[src/rtl/iic_pkg.sv]
// Shared definitions for the I2C EEPROM-style slave: FSM encoding,
// the 7-bit device address and the SDA change point inside SCL low.
package iic_pkg;

    typedef enum logic [3:0] {
        IDLE      = 4'd0,
        DEV_ADDR  = 4'd1,
        ACK_DEV   = 4'd2,
        WORD_ADDR = 4'd3,
        ACK_ADDR  = 4'd4,
        WR_DATA   = 4'd5,
        ACK_WR    = 4'd6,
        RD_DATA   = 4'd7,
        RD_ACK    = 4'd8,
        WAIT_STOP = 4'd9
    } iic_state_t;

    // 7-bit slave address; the 8th bit of the address byte is R/W.
    localparam logic [6:0] DEVICE_ADDR = 7'b1010000;

    // clk cycles after the synced SCL falling edge at which SDA may move.
    localparam logic [7:0] CHANGE_TIME = 8'd10;

endpackage

[src/rtl/iic_ram.sv]
// 256x8 storage: one synchronous write port, one asynchronous read port.
// Contents are deliberately not reset.
module iic_ram (
    input  logic       clk,
    input  logic       we,
    input  logic [7:0] wr_addr,
    input  logic [7:0] wr_data,
    input  logic [7:0] rd_addr,
    output logic [7:0] rd_data
);

    logic [7:0] mem [0:255];

    // Write port: one byte per enabled clock.
    always_ff @(posedge clk) begin
        if (we) begin
            mem[wr_addr] <= wr_data;
        end
    end

    assign rd_data = mem[rd_addr];

endmodule

[src/rtl/iic_slave.sv]
// I2C slave with a 256-byte memory, 8-bit auto-incrementing pointer that
// wraps with no page limit. SCL/SDA are oversampled on clk; the slave only
// moves SDA a fixed number of clk cycles into each SCL low phase, except that
// STOP, bus timeout and reset release SDA immediately.
module iic_slave #(
    parameter logic [25:0] S_1 = 26'd50_000_000
) (
    input  logic clk,
    input  logic rst_n,
    input  logic SCL,
    input  logic SDA_in,
    output logic SDA_out,
    output logic SDA_oe
);

    import iic_pkg::*;

    logic       scl_s1, scl_s2, scl_d;
    logic       sda_s1, sda_s2, sda_d;
    logic       SCL_podge, SCL_nedge;
    logic       start_det, stop_det;
    logic [7:0] cnt_SCL_low;
    logic       change_now;
    logic [25:0] to_cnt;
    logic       timeout;

    iic_state_t state, state_nxt;
    logic [2:0] bit_cnt;
    logic [6:0] shift;
    logic [7:0] rx_byte;
    logic       byte_done;
    logic       rx_state;
    logic [7:0] ptr;
    logic       rw;
    logic [7:0] rd_byte;
    logic       load_rd;
    logic       drive_oe, drive_out;

    logic       ram_we;
    logic [7:0] ram_rd_data;

    // Two-flop synchronizers plus one delay stage for edge detection.
    always_ff @(posedge clk) begin
        if (rst_n) begin
            scl_s1 <= 1'b1;
            scl_s2 <= 1'b1;
            scl_d  <= 1'b1;
            sda_s1 <= 1'b1;
            sda_s2 <= 1'b1;
            sda_d  <= 1'b1;
        end else begin
            scl_s1 <= SCL;
            scl_s2 <= scl_s1;
            scl_d  <= scl_s2;
            sda_s1 <= SDA_in;
            sda_s2 <= sda_s1;
            sda_d  <= sda_s2;
        end
    end

    assign SCL_podge = scl_s2 & ~scl_d;
    assign SCL_nedge = ~scl_s2 & scl_d;
    assign start_det = scl_s2 & scl_d & sda_d & ~sda_s2;
    assign stop_det  = scl_s2 & scl_d & ~sda_d & sda_s2;

    // Length of the current SCL low phase, saturating; zero while SCL is high.
    always_ff @(posedge clk) begin
        if (rst_n) begin
            cnt_SCL_low <= '0;
        end else if (SCL_nedge || scl_s2) begin
            cnt_SCL_low <= '0;
        end else if (cnt_SCL_low != 8'hFF) begin
            cnt_SCL_low <= cnt_SCL_low + 8'd1;
        end
    end

    assign change_now = ~scl_s2 && (cnt_SCL_low == CHANGE_TIME);

    // Stall watchdog: counts clk cycles since the last SCL edge outside IDLE.
    always_ff @(posedge clk) begin
        if (rst_n || state == IDLE || SCL_podge || SCL_nedge) begin
            to_cnt <= '0;
        end else if (!timeout) begin
            to_cnt <= to_cnt + 26'd1;
        end
    end

    assign timeout = (state != IDLE) && !SCL_podge && !SCL_nedge
                     && (to_cnt == S_1 - 26'd1);

    assign rx_byte   = {shift, sda_s2};
    assign rx_state  = (state == DEV_ADDR) || (state == WORD_ADDR)
                       || (state == WR_DATA) || (state == RD_DATA);
    assign byte_done = SCL_podge && (bit_cnt == 3'd7);

    // FSM state register.
    always_ff @(posedge clk) begin
        if (rst_n) begin
            state <= IDLE;
        end else begin
            state <= state_nxt;
        end
    end

    // FSM next state: STOP/timeout and START override every state.
    always_comb begin
        state_nxt = state;
        if (stop_det || timeout) begin
            state_nxt = IDLE;
        end else if (start_det) begin
            state_nxt = DEV_ADDR;
        end else begin
            case (state)
                IDLE, WAIT_STOP: state_nxt = state;
                DEV_ADDR: if (byte_done) begin
                    state_nxt = (rx_byte[7:1] == DEVICE_ADDR) ? ACK_DEV : WAIT_STOP;
                end
                ACK_DEV:   if (SCL_podge) state_nxt = rw ? RD_DATA : WORD_ADDR;
                WORD_ADDR: if (byte_done) state_nxt = ACK_ADDR;
                ACK_ADDR:  if (SCL_podge) state_nxt = WR_DATA;
                WR_DATA:   if (byte_done) state_nxt = ACK_WR;
                ACK_WR:    if (SCL_podge) state_nxt = WR_DATA;
                RD_DATA:   if (byte_done) state_nxt = RD_ACK;
                RD_ACK:    if (SCL_podge) state_nxt = sda_s2 ? WAIT_STOP : RD_DATA;
                default:   state_nxt = IDLE;
            endcase
        end
    end

    // FSM output decode: the SDA level wanted at the next change point.
    always_comb begin
        drive_oe  = 1'b0;
        drive_out = 1'b1;
        case (state)
            ACK_DEV, ACK_ADDR, ACK_WR: begin
                drive_oe  = 1'b1;
                drive_out = 1'b0;
            end
            RD_DATA: begin
                drive_oe  = 1'b1;
                drive_out = rd_byte[~bit_cnt];
            end
            default: begin
                drive_oe  = 1'b0;
                drive_out = 1'b1;
            end
        endcase
    end

    // SDA pins: move only at the change point; release at once on STOP/timeout.
    always_ff @(posedge clk) begin
        if (rst_n || stop_det || timeout) begin
            SDA_out <= 1'b1;
            SDA_oe  <= 1'b0;
        end else if (change_now) begin
            SDA_out <= drive_out;
            SDA_oe  <= drive_oe;
        end
    end

    // Bit counter, receive shifter, pointer, R/W flag and transmit byte.
    // The transmit byte is fetched one cycle after entering RD_DATA so the
    // pointer increment from RD_ACK has already landed.
    always_ff @(posedge clk) begin
        if (rst_n) begin
            bit_cnt <= '0;
            shift   <= '0;
            ptr     <= '0;
            rw      <= 1'b0;
            load_rd <= 1'b0;
            rd_byte <= '0;
        end else begin
            load_rd <= (state_nxt == RD_DATA) && (state != RD_DATA);
            if (load_rd) begin
                rd_byte <= ram_rd_data;
            end
            if (start_det || stop_det || timeout) begin
                bit_cnt <= '0;
            end else if (SCL_podge && rx_state) begin
                shift   <= rx_byte[6:0];
                bit_cnt <= bit_cnt + 3'd1;
            end
            if (state == DEV_ADDR && byte_done) begin
                rw <= sda_s2;
            end
            if (state == WORD_ADDR && byte_done) begin
                ptr <= rx_byte;
            end else if (state == ACK_WR && SCL_podge) begin
                ptr <= ptr + 8'd1;
            end else if (state == RD_ACK && SCL_podge && !sda_s2) begin
                ptr <= ptr + 8'd1;
            end
        end
    end

    assign ram_we = !rst_n && (state == WR_DATA) && byte_done;

    iic_ram u_ram (
        .clk     (clk),
        .we      (ram_we),
        .wr_addr (ptr),
        .wr_data (rx_byte),
        .rd_addr (ptr),
        .rd_data (ram_rd_data)
    );

endmodule

[config.mk]
export PLATFORM = sky130hd
export DESIGN_NAME = iic_slave
export DESIGN_NICKNAME = d
export VERILOG_FILES = /design/src/rtl/iic_pkg.sv /design/src/rtl/iic_ram.sv /design/src/rtl/iic_slave.sv
export SDC_FILE = /design/constraint.sdc
export NUM_CORES = 2
export LEC_CHECK = 0
export CORE_MARGIN = 2
export CORE_UTILIZATION = 25
export CTS_CLUSTER_DIAMETER = 60
export CTS_CLUSTER_SIZE = 30
export DETAILED_ROUTE_END_ITERATION = 16
export GPL_ROUTABILITY_DRIVEN = 0
export PLACE_DENSITY_LB_ADDON = 0.08
export SYNTH_ARGS = -nofsm -noshare
export SYNTH_HDL_FRONTEND = slang
export SYNTH_HIERARCHICAL = 1
export SYNTH_SLANG_ARGS = --single-unit
export TNS_END_PERCENT = 100
[constraint.sdc]
create_clock -name clk -period 6.5 [get_ports clk]
set_input_delay 1.3 -clock clk [delete_from_list [all_inputs] [get_ports clk]]
set_output_delay 1.3 -clock clk [all_outputs]
set_load 0.01 [all_outputs]
==> impl_metrics.env <==
export IMPL_status="finished clean"
export IMPL_cts_tree="built"
export IMPL_power_switching_w=0.00616
export IMPL_grt_start_max_net_pins=132
export IMPL_power_frac_comb_pct=0.2
export IMPL_final_common_cell="edfxtp_1"
export IMPL_post_cts_resized=0
export IMPL_start_util_pct=25.1
export IMPL_synth_net_count=4156
export IMPL_hold_viol_final=0
export IMPL_hold_depth=1
export IMPL_cts_setup_buffers=0
export IMPL_hold_slack_ps=412
export IMPL_grt_setup_unrepaired="no"
export IMPL_cp_end_kind="register"
export IMPL_swShare_pct=22.2
export IMPL_path_delay_family="simple AND/OR/NAND/NOR gates"
export IMPL_clk_latency_ps=920
export IMPL_synth_distinct_cells=84
export IMPL_fmax_ghz=0.223
export IMPL_skew_ps=86.6
export IMPL_drt_pass1_iter_count=5
export IMPL_dieWidth_um=580
export IMPL_rows=211
export IMPL_drive_gt1_share_pct=23.7
export IMPL_drtIter0Drc=3414
export IMPL_hold_buffers=0
export IMPL_final_cell_mix="edfxtp_1, mux4_2, nor2_1"
export IMPL_boundaryPins=6
export IMPL_ir_drop_mv=0.197
export IMPL_slowest_delay_ps=970
export IMPL_worst_pin_slew_ps=1420
export IMPL_synth_edf_count=2048
export IMPL_antenna_found_initial=13
export IMPL_async_reset_ff_share_pct=0
export IMPL_grt_pass1_vias=42460
export IMPL_p_clk_share_pct=46.7
export IMPL_arrival_ps=5000
export IMPL_final_setup_tns_ps=0
export IMPL_synth_area_mm2=0.0830
export IMPL_yosys_warnings=6
export IMPL_synth_seq_area_share_pct=75.9
export IMPL_intPower_w=0.0216
export IMPL_cp_start_kind="input pin"
export IMPL_min_period_ps=4490
export IMPL_htree_levels=4
export IMPL_cp_slowest_cell="nor2_1"
export IMPL_clkSinkCount=2122
export IMPL_dp_hpwl_mm=158
export IMPL_setup_viol=0
export IMPL_clk_pin_slew_worst_paths_ps=70
export IMPL_routed_wl_mm=258
export IMPL_critPathKind="in2reg"
export IMPL_dieHeight_um=580
export IMPL_min_path_type="reg2reg"
export IMPL_grt_first_pass_wirelength_mm=359
export IMPL_p_seq_share_pct=53.1
export IMPL_drt_antenna_violating_nets=0
export IMPL_syn_inst=4146
export IMPL_max_clock_path_buffers=4
export IMPL_grt_ovfl_total=0
export IMPL_vias=41187
export IMPL_port_buffer_count=5
export IMPL_leakage_nw=27.9
export IMPL_cp_num_cells=7
export IMPL_syn2layout_area_growth_pct=15.4
export IMPL_vias_per_cell=4.67
export IMPL_crit_buf_inv=2
export IMPL_finalCritPeriodShare_pct=69.0
export IMPL_avgSynthCellArea_um2=20.0
export IMPL_clock_root_buffer="clkbuf_16"
export IMPL_die_area_mm2=0.337
export IMPL_critPathRequiredTime_ps=7010
export IMPL_reg2reg_depth=7
export IMPL_synth_seq_cells=2122
export IMPL_cp_max_fo=16
export IMPL_critical_path_cell_chain="clkdlybuf4s50_1 > nor3_1 > nand3_1 > nor2_2 > buf_4 > nand4_1 > nor2_1"
export IMPL_drc=0
export IMPL_cap_violations=0
export IMPL_drv_slew=0
export IMPL_relSlewSlack_pct=5.03
export IMPL_powerDensity_mw_per_mm2=290
export IMPL_synth_top_flop_cell="edfxtp_1"
export IMPL_track_usage_pct=15.1
export IMPL_numCtsBuffers=209
export IMPL_wl_per_cell_um=29.3
export IMPL_core_area_mm2=0.330
export IMPL_num_nets_final=4271
==> final timing paths <==
path	slack, ps	startpoint	end
max	2010	rst_n	u_ram/mem[193][3]
max reg2reg	2090	bit_cnt[0]	u_ram/mem[193][3]
min reg2reg	410	sda_s1	sda_s2
min	410	sda_s1	sda_s2
==> Yosys cell counts (33+ instances only) <==
cell      count  area [um^2]
clkbuf_1    120          450
a22oi_1     135         1010
nand3_1      53          265
dfxtp_1      74         1480
buf_2        33          165
edfxtp_1   2048        61500
a21oi_1     126          631
nor2b_1      33          206
mux4_2      456        10300
nor2_1      329         1230
nand2_1      85          319
mux2i_1     146         1460
o221ai_1     47          412
==> power groups by stage <==
stage               Combinational, W  Clock (W)  Sequential, W
floorplan                  0.0000150          0         0.0151
global placement           0.0000494          0         0.0151
detailed placement         0.0000492          0         0.0151
CTS                        0.0000490     0.0135         0.0148
global route               0.0000522     0.0139         0.0148
finish                     0.0000464     0.0130         0.0148
==> state kept, by name, indices dropped and copies added (netlist names) <==
signal / cells
u_ram/mem: 2048
to_cnt: 26
cnt_SCL_low: 8
ptr: 8
rd_byte: 8
shift: 7
state: 4
bit_cnt: 3
SDA_oe: 1
SDA_out: 1
load_rd: 1
rw: 1
scl_d: 1
scl_s1: 1
scl_s2: 1
sda_d: 1
sda_s1: 1
sda_s2: 1
==> layer usage <==
layer  track usage (%)  part of all wire, %
met1              21.4                   47
met5                 0                    0
met2              24.4                   47
met4              3.42                  2.2
met3              2.04                  3.8
==> through the flow <==
step / area (um^2) / total power (W) / utilization, % / worst slack [ps] / cells
4_1_cts: 95800 / 0.0283 / 29.0 / 1910 / 8807
6_report: 95800 / 0.0278 / 29.0 / 2010 / 8812
5_1_grt: 95800 / 0.0288 / 29.0 / 1730 / 8808
2_1_floorplan: 83000 / 0.0151 / - / 1850 / 4146
3_5_place_dp: 88400 / 0.0151 / 26.8 / 906 / 8416
3_3_place_gp: 88400 / 0.0151 / 26.8 / 921 / 8416
==> cell type report <==
type	count	area, um^2
Inverter	9	33.8
Clock buffer	222	5390
Multi-Input combinational cell	1763	18600
Tap cell	4366	5460
Fill cell	32231	234000
Timing Repair Buffer	156	1350
Sequential cell	2122	63000
Clock inverter	169	1970
Antenna cell	5	12.5
==> logic make-up (layout without fill, tap and decap cells) <==
group / after synthesis / count (layout) / share of synthesized area [%]
buffers and inverters: 261 / 556 / 1.92
adders and majority gates: 7 / 7 / 0.103
and+or+nand+nor: 671 / 671 / 3.85
muxes: 605 / 605 / 14.2
other: 0 / 5 / 0
xor gates and xnor gates: 18 / 18 / 0.190
DFF: 2122 / 2122 / 75.9
AOI/OAI and AO/OA: 462 / 462 / 3.85
Note: power is estimated with default switching activity, not from simulation.
